**src/rtl/mopshub_test_sequencer.sv**
```systemverilog
// Multi-bus CAN test sequencer: walks every bus in a latched mask through
// trim -> RX -> endwait -> gap -> TX -> custom-msg with per-phase timeouts.
module mopshub_test_sequencer #(
    parameter int N_BUSES    = 32,
    parameter int BUS_W      = 5,
    parameter int GAP_CYCLES = 120,
    parameter int TMO_W      = 16,
    parameter int CNT_W      = 8
) (
    input  logic               clk,
    input  logic               rst,
    input  logic               start,
    input  logic               abort,
    input  logic [N_BUSES-1:0] bus_mask,
    input  logic [3:0]         phase_en,
    input  logic [TMO_W-1:0]   tmo_limit,
    input  logic               trim_done,
    input  logic               test_rx_end,
    input  logic               test_tx_end,
    input  logic               costum_msg_end,
    output logic               osc_auto_trim,
    output logic               test_rx,
    output logic               test_tx,
    output logic               test_advanced,
    output logic               endwait_all,
    output logic [BUS_W-1:0]   bus_id,
    output logic               busy,
    output logic               done,
    output logic [N_BUSES-1:0] fail_mask,
    output logic [CNT_W-1:0]   pass_cnt,
    output logic [CNT_W-1:0]   fail_cnt
);
    localparam int GAP_W = $clog2(GAP_CYCLES + 1);
    localparam int CW    = (TMO_W > GAP_W) ? TMO_W : GAP_W;

    typedef enum logic [3:0] {
        S_IDLE, S_SEL, S_TRIM, S_RX, S_EWAIT, S_GAP, S_TX, S_ADV, S_NEXT, S_DONE
    } state_t;

    state_t             state, state_nx;
    state_t             nx_trim, nx_rx, nx_tx, nx_adv;
    logic [N_BUSES-1:0] mask_q;
    logic [3:0]         en_q;
    logic [BUS_W-1:0]   bus_q;
    logic [CW-1:0]      cnt;
    logic [BUS_W-1:0]   sel_idx;
    logic               sel_found;
    logic               tmo_hit;
    logic               fail_evt;

    // Lowest masked index at or above the current bus; descending loop so the
    // last hit (smallest index) wins.
    always_comb begin
        sel_found = 1'b0;
        sel_idx   = '0;
        for (int i = N_BUSES - 1; i >= 0; i--) begin
            if (mask_q[i] && (BUS_W'(i) >= bus_q)) begin
                sel_found = 1'b1;
                sel_idx   = BUS_W'(i);
            end
        end
    end

    // Successor of each phase when the phases after it may be disabled.
    always_comb begin
        nx_adv  = en_q[3] ? S_ADV : S_NEXT;
        nx_tx   = en_q[2] ? S_TX  : nx_adv;
        nx_rx   = en_q[1] ? S_RX  : nx_tx;
        nx_trim = en_q[0] ? S_TRIM : nx_rx;
    end

    // cnt is 1 in the first cycle of a state, so a match with the limit
    // means the state has lasted exactly that many cycles.
    assign tmo_hit = (tmo_limit != '0) && (cnt == CW'(tmo_limit));

    always_comb begin
        state_nx = state;
        fail_evt = 1'b0;
        case (state)
            S_IDLE:  if (start && !abort) state_nx = S_SEL;
            S_SEL:   state_nx = sel_found ? nx_trim : S_DONE;
            S_TRIM: begin
                if (trim_done)    state_nx = nx_rx;
                else if (tmo_hit) begin state_nx = S_NEXT; fail_evt = 1'b1; end
            end
            S_RX: begin
                if (test_rx_end)  state_nx = S_EWAIT;
                else if (tmo_hit) begin state_nx = S_NEXT; fail_evt = 1'b1; end
            end
            S_EWAIT: state_nx = S_GAP;
            S_GAP:   if (cnt == CW'(GAP_CYCLES)) state_nx = nx_tx;
            S_TX: begin
                if (test_tx_end)  state_nx = nx_adv;
                else if (tmo_hit) begin state_nx = S_NEXT; fail_evt = 1'b1; end
            end
            S_ADV: begin
                if (costum_msg_end) state_nx = S_NEXT;
                else if (tmo_hit)   begin state_nx = S_NEXT; fail_evt = 1'b1; end
            end
            S_NEXT:  state_nx = (bus_q == BUS_W'(N_BUSES - 1)) ? S_DONE : S_SEL;
            S_DONE:  state_nx = S_IDLE;
            default: state_nx = S_IDLE;
        endcase
        if (abort && (state != S_IDLE)) begin
            state_nx = S_IDLE;
            fail_evt = 1'b0;
        end
    end

    always_ff @(posedge clk) begin
        if (!rst) begin
            state     <= S_IDLE;
            cnt       <= '0;
            mask_q    <= '0;
            en_q      <= '0;
            bus_q     <= '0;
            fail_mask <= '0;
            pass_cnt  <= '0;
            fail_cnt  <= '0;
        end else begin
            state <= state_nx;
            cnt   <= (state_nx != state) ? CW'(1) : cnt + CW'(1);
            if ((state == S_IDLE) && (state_nx == S_SEL)) begin
                mask_q    <= bus_mask;
                en_q      <= phase_en;
                bus_q     <= '0;
                fail_mask <= '0;
                pass_cnt  <= '0;
                fail_cnt  <= '0;
            end
            if ((state == S_SEL) && sel_found && (state_nx != S_IDLE))
                bus_q <= sel_idx;
            if ((state == S_NEXT) && (state_nx == S_SEL))
                bus_q <= bus_q + BUS_W'(1);
            if (fail_evt) begin
                fail_mask[bus_q] <= 1'b1;
                if (fail_cnt != {CNT_W{1'b1}}) fail_cnt <= fail_cnt + CNT_W'(1);
            end
            if ((state == S_NEXT) && (state_nx != S_IDLE) && !fail_mask[bus_q] &&
                (pass_cnt != {CNT_W{1'b1}}))
                pass_cnt <= pass_cnt + CNT_W'(1);
        end
    end

    assign osc_auto_trim = (state == S_TRIM);
    assign test_rx       = (state == S_RX);
    assign test_tx       = (state == S_TX);
    assign test_advanced = (state == S_ADV);
    assign endwait_all   = (state == S_EWAIT);
    assign done          = (state == S_DONE);
    assign busy          = (state != S_IDLE) && (state != S_DONE);
    assign bus_id        = bus_q;
endmodule

```
**config.mk**
```make
export PLATFORM = sky130hd
export DESIGN_NAME = mopshub_test_sequencer
export DESIGN_NICKNAME = d
export VERILOG_FILES = /design/src/rtl/mopshub_test_sequencer.sv
export SDC_FILE = /design/constraint.sdc
export NUM_CORES = 1
export LEC_CHECK = 0
export BUFFER_PORTS_ARGS = -buffer_cell sky130_fd_sc_hd__buf_2
export CORE_MARGIN = 2
export CORE_UTILIZATION = 55
export CTS_CLUSTER_DIAMETER = 200
export DETAILED_ROUTE_END_ITERATION = 16
export PLACE_DENSITY_LB_ADDON = 0.1
export SLEW_MARGIN = 10
export SYNTH_ARGS = -nofsm -noshare
export SYNTH_HDL_FRONTEND = slang
export SYNTH_SLANG_ARGS = --single-unit
```
**constraint.sdc**
```tcl
create_clock -name clk -period 4.55 [get_ports clk]
set_input_delay 0.2275 -clock clk [delete_from_list [all_inputs] [get_ports clk]]
set_output_delay 0.2275 -clock clk [all_outputs]
set_load 0.005 [all_outputs]
```
==> results_dict.tcl, run 1 <==
set metrics [dict create \
    placed_cells 1042 \
    synth_cells 827 \
    synth_most_common_cell "dfxtp_1" \
    cts_buffer_depth 2 \
    synth.avg_cell_area_um2 7.864 \
    die-area_mm2 0.01271 \
    hold_path.class "input port to flop" \
    leakagePower_nw 2.999 \
    skew_ps 12.39 \
    pwr-share-clk_pct 34.6 \
    final_area_mm2 0.007433 \
    netlist_area_mm2 0.006504 \
    timing.rr.start "bus_id[4]" \
    synth_simple_gate_area_share_pct 27.65 \
    hold_ws_ps 97.16 \
    drt_pass1_iterations 7 \
    power_frac_comb_pct 24.8 \
    hpwlAfterDp_um 13700 \
    area_growth_pct 14.29 \
    cp_cell_sequence "inv_1 > o21ai_0 > o31a_2 > nand4_1 > nor3_2 > o21ai_1 > a221o_1 > o31a_1" \
    synth_compound_area_share_pct 23.47 \
    core_region_area_mm2 0.01147 \
    synth_top_area_share_pct 33.55 \
    slew_viol_final 0 \
    crit_start "bus_id[4]" \
    worst_slack_ps 569.1 \
    fin_crit_ps 3981 \
    fin_cells 1058 \
    h-tree-depth 3 \
    cts_resized 0 \
    critical_path.max_fanout 20 \
    final_nets 979 \
    gp_congestion 0.9386 \
    worst_skew_pair.late_latency_ps 360 \
    synth_top_area_cell "dfxtp_1" \
    viasPerCell 6.357 \
    slowest_stage "dfxtp_1" \
    synth_fa_ha_area_share_pct 1.731 \
    ys_seq_elements 109 \
    yosys_warnings 0 \
    cts_setup_buffers 0 \
    synth.top_cells.by_count "dfxtp_1, nand2_1, a21oi_1" \
    diodes 0 \
    peakVddDrop_mv 0.4110 \
    sw_frac_of_total_pct 33.58 \
    vias 6726 \
    synth_nets 896 \
    drt-initial-drc-count 499 \
    track_usage_pct 30.44 \
    fmax_mhz 251.2 \
    placed_cell_area_mm2 0.007092 \
    total_power_mw 2.580 \
    drive_above_1_share_pct 21.09 \
    postCtsHoldBufs 0 \
    postRouteAntennaNets 0 \
    portBuffers 119 \
    ys.flop_type "dfxtp_1" \
    die_height_um 112.7 \
    critPathCaptureType "flop" \
    design.portCount 120 \
    row_count 39 \
    worstSetupPathType "flop to flop" \
    drv_cap 0 \
    slowest_delay_ps 880 \
    synth_top_family_by_area "simple AND/OR/NAND/NOR gates" \
    hold_viol 0 \
    pwr-share-seq_pct 40.5 \
    avgRoutedWirePerCell_um 18.25 \
    post-route-period-util_pct 87.49 \
    synth-xor-area-share_pct 4.175 \
    totalWireLength_um 19310 \
    cts_num_sinks 109 \
    grt-ovfl-total 0 \
    antenna_found_initial 0 \
    synth-async-reset-ratio_pct 0 \
    p_switching_uw 866.5 \
    critPathRequiredTime_ps 4800 \
    relSlewSlack_pct 39.12 \
    grt_max_degree 50 \
    die_w_um 112.7 \
    ys_top_cells_by_area "dfxtp_1, a21oi_1, nand2_1" \
    synth-edff-count 0 \
    cts_buffers 9 \
    cts-root-buf "clkbuf_16" \
    dp_worst_setup_slack_ps 712.9 \
    worst_slew_pin_slew_ps 909.2 \
    initial_core_util_pct 56.72 \
    power_density_mw_per_mm2 347.1 \
    synth.area.mux_share_pct 4.232 \
    rsz0062_at_grt "false" \
    tns_ps 0 \
    p_int_mw 1.714 \
    post-route-util_pct 64.82 \
    setup_viol 0 \
    yosysSeqAreaShare_pct 33.55 \
    arrival_ps 4230 \
    clk_pin_slew_ps 80 \
    status "finished clean" \
    hold_start "phase_en[1]" \
    ys_types 83 \
    route.detailed.drc 0 \
    grt_pass1_vias 6233 \
    grt_pass1_wl_um 31510 \
    cts_tree "built" \
    start_kind "flop" \
]
-- final cells by class --
| type | instances | area [µm²] |
|---|---|---|
| clock inverters | 7 | 116.4 |
| flip-flops and latches | 109 | 2182 |
| fillers | 993 | 4034 |
| inverters | 19 | 71.32 |
| clock buffers | 9 | 225.2 |
| well taps | 143 | 178.9 |
| repair buffers | 129 | 670.6 |
| multi-input cells | 642 | 3989 |
-- power groups by stage --
stage                     Clock, mW  Sequential [mW]  Combinational, mW
final                         0.893             1.05              0.641
after floorplan                   0             1.04              0.475
after global placement            0             1.07              0.618
after CTS                     0.906             1.04              0.628
after global routing          0.937             1.05              0.697
after detailed placement          0             1.07              0.624
-- sequential cells by signal, indices dropped and copies added (netlist names) --
register,cells
fail_mask,32
mask_q,32
cnt,16
fail_cnt,8
pass_cnt,8
bus_id,5
en_q,4
state,4
-- path summary, 6_finish.rpt --
path | slack (ps) | to | cells past startpoint
setup reg to reg | 570 | cnt[0] | 8
setup / recovery | 570 | cnt[0] | 8
hold reg to reg | 470 | mask_q[22] | 2
hold / removal | 100 | en_q[1] | 3
-- worst max-delay path: cells and delay by family (launching register included) --
kind,cells,cell delay (ps)
compound gates,5,1980
flops,1,880
simple gates,2,540
buf+inv,1,440
-- cell families after synthesis --
family	after synthesis
AO/OA/AOI/OAI	231
XOR/XNOR	31
adder cells (fa/ha/maj)	9
buffers and inverters	76
flip-flops	109
multiplexers	16
AND/OR/NAND/NOR	355
-- metal layers --
layer | track usage (%) | part of all wire [%]
met1 | 43.59 | 46
met2 | 46.99 | 45
met3 | 4.981 | 7.8
met4 | 10.16 | 1.9
met5 | 0 | 0
-- cell usage in the layout (no fill, tap or decap), types with 10 or more instances in the layout --
master,n
a21oi_1,88
a32oi_1,19
and3_1,14
buf_2,119
buf_4,10
dfxtp_1,109
inv_1,17
nand2_1,105
nand3_1,43
nor2_1,86
nor3_1,26
nor3_2,11
nor4_1,12
o21ai_0,36
xnor2_1,16
xor2_1,15
Power figures use the tool's default switching activity.
==> run 2, diff against run 1 <==
ABC_AREA = 1   (was unset)
PLACE_DENSITY = 0.79   (was unset)
PLACE_DENSITY_LB_ADDON = unset   (was 0.1)
==> results_dict.tcl, run 2 <==
set metrics [dict create \
    critPathCaptureType "flop" \
    hpwlAfterDp_um 12610 \
    synth-async-reset-ratio_pct 0 \
    timing.rr.start "bus_id[1]" \
    antenna_found_initial 0 \
    cts_buffer_depth 2 \
    netlist_area_mm2 0.006312 \
    dp_worst_setup_slack_ps 900.1 \
    synth.avg_cell_area_um2 6.534 \
    drt_pass1_iterations 6 \
    diodes 0 \
    vias 6619 \
    slew_viol_final 0 \
    design.portCount 120 \
    ys_seq_elements 109 \
    totalWireLength_um 17350 \
    drive_above_1_share_pct 17.09 \
    start_kind "flop" \
    ys_top_cells_by_area "dfxtp_1, nand2_1, nor2_1" \
    power_density_mw_per_mm2 395.7 \
    synth-edff-count 0 \
    core_region_area_mm2 0.01132 \
    viasPerCell 5.479 \
    skew_ps 8.289 \
    grtUsageMet3_pct 5.303 \
    die_height_um 111.1 \
    postRouteAntennaNets 0 \
    peakVddDrop_mv 0.1739 \
    initial_core_util_pct 55.76 \
    cp_cell_sequence "inv_2 > ha_1 > a21oi_4 > nand2_1 > o211ai_2 > inv_1 > nor2_1 > nand2_1 > nor2_1 > nand2_2 > nor2_4 > a31oi_1 > nand2_1 > nand2_1 > nand2_1 > xor2_1 > nor2_1 > nand4_1 > or2_1 > nor2_1" \
    final_nets 1130 \
    ys_types 46 \
    drt-initial-drc-count 690 \
    gp_congestion 0.9499 \
    synth_most_common_cell "nand2_1" \
    worst_skew_pair.late_latency_ps 350 \
    cpMostUsedCell "nand2_1" \
    reg2reg_setup_slack_ps 790 \
    whs_endpoint "mask_q[27]" \
    reg2reg_depth 20 \
    slowest_delay_ps 590 \
    cts_setup_buffers 0 \
    postCtsHoldBufs 0 \
    crit_start "bus_id[1]" \
    grt_busiest_layer "met2" \
    route.detailed.drc 0 \
    worst_slack_ps 790.3 \
    n_fill_cell 1080 \
    die_w_um 111.1 \
    ys.flop_type "dfxtp_1" \
    avgRoutedWirePerCell_um 14.36 \
    final_area_mm2 0.007237 \
    leakagePower_nw 3.243 \
    layout_common_cells "nand2_1, nor2_1, buf_2" \
    cts_resized 0 \
    grt_pass1_wl_um 28770 \
    reg.largest.list "fail_mask x32, mask_q x32, cnt x16" \
    hold_start "bus_mask[27]" \
    synth_cells 966 \
    placed_cell_area_mm2 0.006935 \
    worst_slew_pin_slew_ps 740.8 \
    slowest_stage "dfxtp_1" \
    cts-root-buf "clkbuf_16" \
    grt_max_degree 51 \
    fin_crit_ps 3760 \
    yosys_warnings 0 \
    grt_pass1_vias 6106 \
    use_met1_pct 37.51 \
    hold_path.class "input port to flop" \
    relSlewSlack_pct 50.54 \
    synth_top_area_cell "dfxtp_1" \
    yosysSeqAreaShare_pct 34.57 \
    worstSetupPathType "flop to flop" \
    tns_ps 0 \
    grt-ovfl-total 0 \
    multi_input_area_mm2 0.003596 \
    rsz0062_at_grt "false" \
    cts_tree "built" \
    row_count 39 \
    clk_pin_slew_ps 70 \
    final_common_cell "nand2_1" \
    cts_num_sinks 109 \
    critical_path.max_fanout 15 \
    regArea_mm2 0.002182 \
    synth_nets 1035 \
    synth.top_cells.by_count "nand2_1, nor2_1, dfxtp_1" \
    r2r-end "cnt[5]" \
    critPathRequiredTime_ps 4760 \
    drv_cap 0 \
    setup_viol 0 \
    portBuffers 119 \
    area_growth_pct 14.65 \
    grt_use_met2_pct 44.79 \
    arrival_ps 3970 \
    fmax_mhz 266.0 \
    die-area_mm2 0.01235 \
    hold_viol 0 \
    status "finished clean" \
    hold_path_depth 3 \
    h-tree-depth 3 \
    track_usage_pct 27.99 \
    synth_top_area_share_pct 34.57 \
    post-route-period-util_pct 82.63 \
    cts_buffers 9 \
]
run 2: changes by cell type in the layout (fill, tap and decap cells not counted), sizes merged, moves of 10 or more:
cell   before  now
nor3       37   23
a32oi      19    0
xor2       15   27
xnor2      16    6
a21oi      88   65
and3       14    0
nor2       86  165
nand3      45   61
inv        20   91
o21ai      40   80
nand2     105  213
run 2: where the power goes:
group	internal, mW	switching, mW	total (mW)
clock network	0.455	0.352	0.807
registers	1.02	0.0891	1.11
logic	0.292	0.656	0.947
run 2: worst max path at each step:
stage / end / slack, ps / cells after the start
after floorplan: cnt[6] / 1280 / 22
after global placement: cnt[3] / 930 / 20
after detailed placement: cnt[5] / 900 / 20
after CTS: cnt[5] / 850 / 20
after global routing: cnt[5] / 440 / 20
final: cnt[5] / 790 / 20
run 2: worst max-delay path, delay by kind of cell, from the launching register on:
kind	cells	cell delay (ps)
AO/OA/AOI/OAI	3	500
buffers and inverters	2	190
AND/OR/NAND/NOR	13	1780
XOR/XNOR	1	160
flip-flops	1	590
adder cells (fa/ha/maj)	1	390
run 2: through the flow:
step                      hold WS, ps  std cells  utilization, %  total power, mW
after floorplan                 362.4        966               -            1.818
after global placement          449.3       1193           61.26            2.040
after detailed placement        454.7       1193           61.26            2.047
after CTS                       89.75       1208           63.93            2.857
after global routing            103.0       1208           63.93            3.029
final                           92.08       1208           63.93            2.864
run 2: layout make-up:
class	count	area share, %
clock buffers	12	3.544
clock inverters	3	0.6224
inverters	94	4.876
multi-input cells	724	49.69
flip-flops and latches	109	30.15
well taps	143	2.472
repair buffers	123	8.645
run 2: kinds of logic (layout without fill, tap and decap cells):
group,after synthesis,after routing,synth area share (%)
AND/OR/NAND/NOR,500,500,34.21
AO/OA/AOI/OAI,182,182,16.31
flip-flops,109,109,34.57
adder cells (fa/ha/maj),9,9,1.784
XOR/XNOR,33,33,4.579
buffers and inverters,133,232,8.543
run 2: metal layers:
metal / vias to the layer above / routed length (µm)
met5: - / 0
met4: 0 / 382
met3: 36 / 1221
met2: 273 / 7893
met1: 2963 / 7848
li1: 3347 / -
==> run 3, diff against run 2 <==
CORE_UTILIZATION = 51   (was 55)
PLACE_DENSITY = 0.77   (was 0.79)
clock period = 3.3 ns   (was 4.55 ns; I/O delays follow)
==> results_dict.tcl, run 3 (synthesis gave the netlist of run 2 again) <==
set metrics [dict create \
    initial_core_util_pct 52.33 \
    timing.rr.start "bus_id[1]" \
    drv_cap 0 \
    pwr-share-seq_pct 36.1 \
    grt-ovfl-total 0 \
    route.detailed.drc 0 \
    critPathCaptureType "flop" \
    wl_met2_um 8176 \
    worst_skew_pair.late_latency_ps 370 \
    reg2reg_depth 20 \
    worst_slew_pin_slew_ps 674.9 \
    hpwlAfterDp_um 13280 \
    gp_congestion 0.9451 \
    grt_max_degree 51 \
    grt_pass1_vias 6219 \
    totalWireLength_um 17990 \
    reg.largest.list "fail_mask x32, mask_q x32, cnt x16" \
    post-route-util_pct 62.17 \
    leakagePower_nw 3.374 \
    antenna_found_initial 0 \
    avgRoutedWirePerCell_um 14.32 \
    peakVddDrop_mv 0.3515 \
    drt_pass1_iterations 5 \
    r2r-end "cnt[8]" \
    cts_tree "built" \
    setup_viol 0 \
    power_density_mw_per_mm2 557.5 \
    start_kind "flop" \
    placed_cells 1240 \
    slew_viol_final 0 \
    post-route-period-util_pct 92.59 \
    pwr-share-clk_pct 28.9 \
    drt-initial-drc-count 667 \
    postRouteAntennaNets 0 \
    hold_path.class "input port to flop" \
    h-tree-depth 3 \
    worst_slack_ps 244.4 \
    reg2reg_setup_slack_ps 240 \
    cts_num_sinks 109 \
    cts-root-buf "clkbuf_16" \
    rsz0062_at_grt "false" \
    worstSetupPathType "flop to flop" \
    cts_buffer_depth 2 \
    final_nets 1152 \
    hold_path_depth 3 \
    cts_buffers 9 \
    top_layer_used "met4" \
    fin_cells 1256 \
    skew_ps 14.05 \
    drive_above_1_share_pct 20.04 \
    die-area_mm2 0.01328 \
    fmax_mhz 327.3 \
    portBuffers 119 \
    relSlewSlack_pct 55.00 \
    vias 6810 \
    whs_endpoint "mask_q[25]" \
    track_usage_pct 27.61 \
    die_height_um 115.3 \
    layout_common_cells "nand2_1, nor2_1, buf_2" \
    fin_crit_ps 3056 \
    hold_start "bus_mask[25]" \
    tns_ps 0 \
    core_region_area_mm2 0.01206 \
    p_int_mw 2.599 \
    wl_met1_um 8082 \
    die_w_um 115.3 \
    p_switching_mw 1.581 \
    met3_length_um 1311 \
    arrival_ps 3360 \
    power_frac_comb_pct 35.0 \
    row_count 40 \
    critPathRequiredTime_ps 3600 \
    sw_frac_of_total_pct 37.83 \
    grt_pass1_wl_um 29150 \
    final_common_cell "nand2_1" \
    design.portCount 120 \
    viasPerCell 5.422 \
    dp_worst_setup_slack_ps 87.15 \
    area_growth_pct 18.79 \
    clk_pin_slew_ps 80 \
    hold_viol 0 \
    diodes 0 \
    critical_path.max_fanout 15 \
    status "finished clean" \
]
-- run 3: changes by cell type in the layout (fill, tap and decap cells not counted), sizes merged --
cell / before / now
buf: 123 / 145
clkinv: 3 / 4
clkbuf: 12 / 10
bufinv: 1 / 2
inv: 91 / 93
clkinvlp: 2 / 1
-- run 3: layout make-up --
class                           count  area, µm²
Clock buffer                       10      239.0
Clock inverter                      6      93.84
Tap cell                          168      210.2
Inverter                           94      352.8
Fill cell                        1147       4563
Timing Repair Buffer              145      794.5
Multi-Input combinational cell    724       3620
Sequential cell                   109       2188
-- run 3: power groups by stage --
stage	registers (mW)	clock network (mW)	logic (mW)
global route	1.52	1.27	1.62
detailed placement	1.53	0	1.41
CTS	1.50	1.22	1.42
floorplan	1.49	0	1.02
global placement	1.53	0	1.41
finish	1.51	1.21	1.46
-- run 3: worst max-delay path, cell delays in order (launching register included) --
cell	delay, ps
dfxtp_2	400
inv_2	90
ha_1	230
a21oi_4	160
nand2_1	110
o211ai_2	160
inv_1	50
nor2_1	120
nand2_1	130
nor2_1	140
nand2_2	80
nor2_4	120
o21ai_1	70
nand4_1	110
nand2_2	90
xor2_1	150
nor2_1	110
nand4_1	130
or2_1	230
buf_4	200
nor2_2	110
-- run 3: routing by layer --
layer	vias to the layer above	track usage [%]
met5	-	0
met4	0	11.81
met3	32	4.744
met2	280	44.67
met1	3098	36.41
li1	3400	-
-- run 3: worst max path at each step --
| stage | startpoint | end | slack (ps) | cells after the start |
|---|---|---|---|---|
| 4_1_cts | bus_id[1] | pass_cnt[3] | 60 | 19 |
| 6_report | bus_id[1] | cnt[8] | 240 | 20 |
| 5_1_grt | bus_id[1] | cnt[2] | 6 | 20 |
| 3_5_place_dp | bus_id[1] | pass_cnt[3] | 90 | 19 |
| 2_1_floorplan | bus_id[0] | cnt[6] | 30 | 22 |
| 3_3_place_gp | bus_id[1] | pass_cnt[5] | 170 | 19 |
-- run 3: metrics by stage --
step	area [µm²]	total power, mW	hold slack [ps]
2_1_floorplan	6312	2.506	299.9
3_3_place_gp	7132	2.941	387.7
3_5_place_dp	7132	2.942	392.2
4_1_cts	7465	4.142	15.36
5_1_grt	7498	4.408	27.17
6_report	7498	4.181	18.81
-- run 3: what timing repair did --
item,CTS,global route
endpoints found under the setup margin,0,28
buffers inserted,0,0
hold buffers,0,0
resized for setup,0,14
